### config.mk
export PLATFORM = sky130hd
export DESIGN_NAME = full_add_4bit_flat
export DESIGN_NICKNAME = d
export VERILOG_FILES = /design/src/rtl/full_add_4bit_if.sv /design/src/rtl/full_add_4bit.sv /design/src/flat_wrapper.sv
export SDC_FILE = /design/constraint.sdc
export NUM_CORES = 1
export LEC_CHECK = 0
export CAP_MARGIN = 10
export CORE_AREA = 2 2 39 41
export CTS_CLUSTER_DIAMETER = 50
export CTS_CLUSTER_SIZE = 8
export DETAILED_ROUTE_END_ITERATION = 12
export DIE_AREA = 0 0 41 43
export RECOVER_POWER = 50
export SYNTH_ARGS = -nofsm -noshare
export SYNTH_HDL_FRONTEND = slang
export SYNTH_SLANG_ARGS = --single-unit
export TNS_END_PERCENT = 5
### constraint.sdc
create_clock -name clk -period 2.13 [get_ports clk]
set_input_delay 0.213 -clock clk [delete_from_list [all_inputs] [get_ports clk]]
set_output_delay 0.213 -clock clk [all_outputs]
set_load 0.05 [all_outputs]
### src/rtl/full_add_4bit_if.sv
// full_add_4bit_if: operand and registered-result bundle for the 4-bit adder
interface full_add_4bit_if;
  logic [3:0] A_in;
  logic [3:0] B_in;
  logic       C_in;
  logic [3:0] S_out;
  logic       C_out;
  modport master (output A_in, B_in, C_in, input S_out, C_out);
  modport slave (input A_in, B_in, C_in, output S_out, C_out);
endinterface

### src/rtl/full_add_4bit.sv
// full_add_4bit: four rippled full-adder slices feeding registered sum and carry-out
module full_add_4bit (
  input logic clk,
  input logic rst,
  full_add_4bit_if.slave bus
);
  logic [4:0] c;
  logic [3:0] s;
  logic [3:0] s_d, s_q;
  logic       c_d, c_q;
  assign c[0] = bus.C_in;
  for (genvar i = 0; i < 4; i++) begin : g_slice
    assign s[i]   = bus.A_in[i] ^ bus.B_in[i] ^ c[i];
    assign c[i+1] = (bus.A_in[i] & bus.B_in[i]) | (c[i] & (bus.A_in[i] ^ bus.B_in[i]));
  end
  always_comb begin
    s_d = s;
    c_d = c[4];
  end
  always_ff @(posedge clk) begin
    if (rst) begin
      s_q <= '0;
      c_q <= 1'b0;
    end else begin
      s_q <= s_d;
      c_q <= c_d;
    end
  end
  assign bus.S_out = s_q;
  assign bus.C_out = c_q;
endmodule

### src/flat_wrapper.sv
// flat-port wrapper written by rule: the top's interface ports become plain ports
module full_add_4bit_flat 
  (clk, rst, bus_A_in, bus_B_in, bus_C_in, bus_S_out, bus_C_out);
  full_add_4bit_if bus_i ();
  input logic clk;
  input logic rst;
  input wire logic [$bits(bus_i.A_in)-1:0] bus_A_in;
  input wire logic [$bits(bus_i.B_in)-1:0] bus_B_in;
  input wire logic [$bits(bus_i.C_in)-1:0] bus_C_in;
  output wire logic [$bits(bus_i.S_out)-1:0] bus_S_out;
  output wire logic [$bits(bus_i.C_out)-1:0] bus_C_out;
  assign bus_i.A_in = bus_A_in;
  assign bus_i.B_in = bus_B_in;
  assign bus_i.C_in = bus_C_in;
  assign bus_S_out = bus_i.S_out;
  assign bus_C_out = bus_i.C_out;
  full_add_4bit u_core (.clk(clk), .rst(rst), .bus(bus_i));
endmodule
==> impl.org <==
** Worst setup path
- Critical-path top delay cell :: clkdlybuf4s50_1
- In this design, the largest share of critical-path delay is due to adder cells.
- The largest single stage delay on the critical path is 410 ps.
- Counting stages on the worst path, the most repeated cell is fa_1.
- Endpoint required time on the critical path :: roughly 2300 ps
- The number of buffers and inverters on the critical path is 4.
- Ordered list of cells on the worst path :: clkdlybuf4s50_1 -> fa_1 -> inv_1 -> fa_1 -> inv_1 -> fa_1 -> inv_1 -> fa_1 -> nor2_1
- The worst setup path is captured at a flip-flop.
- STA puts the critical path data arrival time at 2190 ps.
- Critical path launch point type :: input port
- Worst-path fanout max :: 1
- The critical path is of the in2reg type.

** Clock network
- CTS placed an instance of clkbuf_4 at the clock tree root.
- Hold-fix buffers at CTS :: 0
- CTS HTree Levels :: 1
- Counting along the longest clock path gives a buffer depth of 2.
- CTS saw 5 sinks.
- Clk pin slew, worst setup/hold paths :: roughly 40 ps
- In this run, CTS created clock tree buffers numbering 3.
- TritonCTS clock tree :: done

** Run status
- Result of the run :: finished clean

** Logic synthesis
- Part of the Yosys area used for sequential elements :: 43.5%
- Number of synthesis warnings :: 0
- Leading cell types by total area after synthesis :: dfxtp_1, fa_1, inv_1
- The biggest area contributor in the post-synthesis netlist is dfxtp_1.
- Synthesis instantiated 5 different standard cells from the library.
- Count of mapped cells out of synthesis :: 21
- Post-Syn Area :: between 200 and 250 um^2
- Share of the synthesized area in the top cell type :: 43.5%
- Mean post-synth cell area :: about 11 um^2
- The number of nets handed over by synthesis was 36.
- In this run, synthesis produced a sequential element count of 5.

** Layout
- Of the cells placed in the final design, the portion with a size suffix greater than 1 is 7.50%.
- Summing all flip-flop and latch instances after layout gives 100 um^2.
- Non-Filler Cell Area, Final :: roughly 430 um^2
- Filler cell count in the final layout :: 160
- Area added between synthesis and finish :: 87.5%
- The multi-input combinational cells in the finished layout cover a total of ~100 um^2.
- Net count, final :: 56
- The number of antenna diodes in the final layout is 0.

** Timing
- Final setup TNS :: 0 ps
- Worst hold slack :: around 380 ps
- Static timing analysis puts the maximum clock frequency at 0.497 GHz.
- Setup slack closes at 117 ps.
- The final count of pins violating max slew is 0.
- Setup violations remaining at the end of the flow were counted as 0.
- Headroom to the max-slew limit came out at approximately 67%.
- Hold violation total from the final report :: 0
- Transition time at the pin with the least slew margin :: 495 ps
- Period Utilization, post-route :: 94.5%
- Setup repair after global routing left no endpoint under its margin.
- The routed design could run at a clock period as short as between 2000 and 2500 ps.

** Floorplanning
- Row generation in the floorplan step produced 14 rows.
- The floorplan step defined a die boundary enclosing 1760 um^2.
- Starting density of the core :: 16.6%
- From bottom edge to top edge, the die measures 43 um.
- The die is a little over 40 um wide.
- Area of the core :: 1380 um^2
- Num ports :: 16

** Route
- Detailed routing inserted a total of about 180 vias.
- Once detail routing completed, the nets flagged for antenna violations numbered 0.
- Pre-antenna DRT Iters :: 2
- Via density per instance :: 3.27
- Average routed wire per standard cell :: 6.29 um
- After detailed routing, the total wire length is between 300 and 400 um.
- In the routed design, unresolved DRC markers number 0.
- For this block, the initial DRC count from the detailed router was 1.

** Place
- Summing all placed instances gives a cell area of 400 um^2.
- Placer Congestion :: 0.620
- Buffers placed on the I/O ports in this run total 15.
- Half-perimeter wire length after detailed placement :: 319 um
- Prior to clock tree synthesis, the placed netlist has a worst setup slack of -220 ps.

** Power
- In this run the static leakage power is 0.215 nW.
- Pwr Total :: just over 0.0003 W
- Largest vdd supply drop :: 102 uV
- Total power per unit cell area :: just over 700 nW/um^2

** Global routing
- GR Util All Layers :: 4.95%
- The first global-routing pass estimated 510 um of wire.
- Vias in the first global route :: 160
- Initial antenna violation count :: 0
- Entering global routing, the biggest net connects 6 pins.
- Summed over all layers, the global routing overflow is 0.

** Run
- Count of maximum capacitance violations :: 0

** Min path
- In this run the worst hold path is classified as in2reg.
[metrics by stage]
stage / std cells / util [%]
3_5_place_dp: 52 / 28.9
2_1_floorplan: 21 / -
3_3_place_gp: 52 / 28.9
6_report: 56 / 31.2
4_1_cts: 56 / 30.8
5_1_grt: 56 / 31.2
[final cells by class]
| class | count | share of cell area (%) |
|---|---|---|
| Timing Repair Buffer | 15 | 35.9 |
| Multi-Input combinational cell | 9 | 24.1 |
| Sequential cell | 5 | 23.2 |
| Clock buffer | 4 | 6.09 |
| Inverter | 7 | 6.09 |
| Tap cell | 16 | 4.64 |
[cells by family after synthesis]
group | share of synthesized area, %
simple gates | 10.3
flops | 43.5
fa+ha+maj | 34.8
buf+inv | 11.4
[flip-flops by register name, summed over array words and instances (netlist names)]
register	cells
u_core.bus.S_out	4
u_core.bus.C_out	1
[worst paths after layout]
check	endpoint	cells past startpoint	slack, ps	start
hold / removal	u_core.bus.S_out[0]	3	380	bus_B_in[0]
setup / recovery	u_core.bus.S_out[3]	9	120	bus_A_in[0]
[synthesized netlist by cell type]
master,n
inv_1,7
dfxtp_1,5
fa_1,4
nor2_1,3
nor2b_1,2
[power by group]
| group | switching, W | internal (W) |
|---|---|---|
| clock network | 0.0000351 | 0.0000706 |
| logic | 0.0000558 | 0.0000411 |
| registers | 0.00000211 | 0.000105 |
| total | 0.0000930 | 0.000216 |
[worst min-delay path, delay by kind of cell]
family	cells	cell delay [ps]
adder cells (fa/ha/maj)	1	150
AND/OR/NAND/NOR	1	110
buffers and inverters	1	110
[layout by cell type, fill, tap and decap left out]
cell / n
clkbuf_4: 3
dlygate4sd3_1: 3
inv_1: 7
dfxtp_1: 5
clkdlybuf4s50_1: 10
dlymetal6s2s_1: 2
clkbuf_1: 1
nor2_1: 3
nor2b_1: 2
fa_1: 4
[layer usage]
layer | vias up | global-route usage (%) | share of wire [%]
met1 | 81 | 4.28 | 30
met3 | 0 | 0 | 9.7
met2 | 9 | 6.56 | 60
met4 | 0 | 10.0 | 0
met5 | - | 0 | 0
li1 | 93 | - | -
[repair_timing]
action / CTS / global route
setup buffers: 0 / 0
gates resized for setup: 0 / 2
endpoints found under the setup margin: 0 / 1
Power figures use the tool's default switching activity.
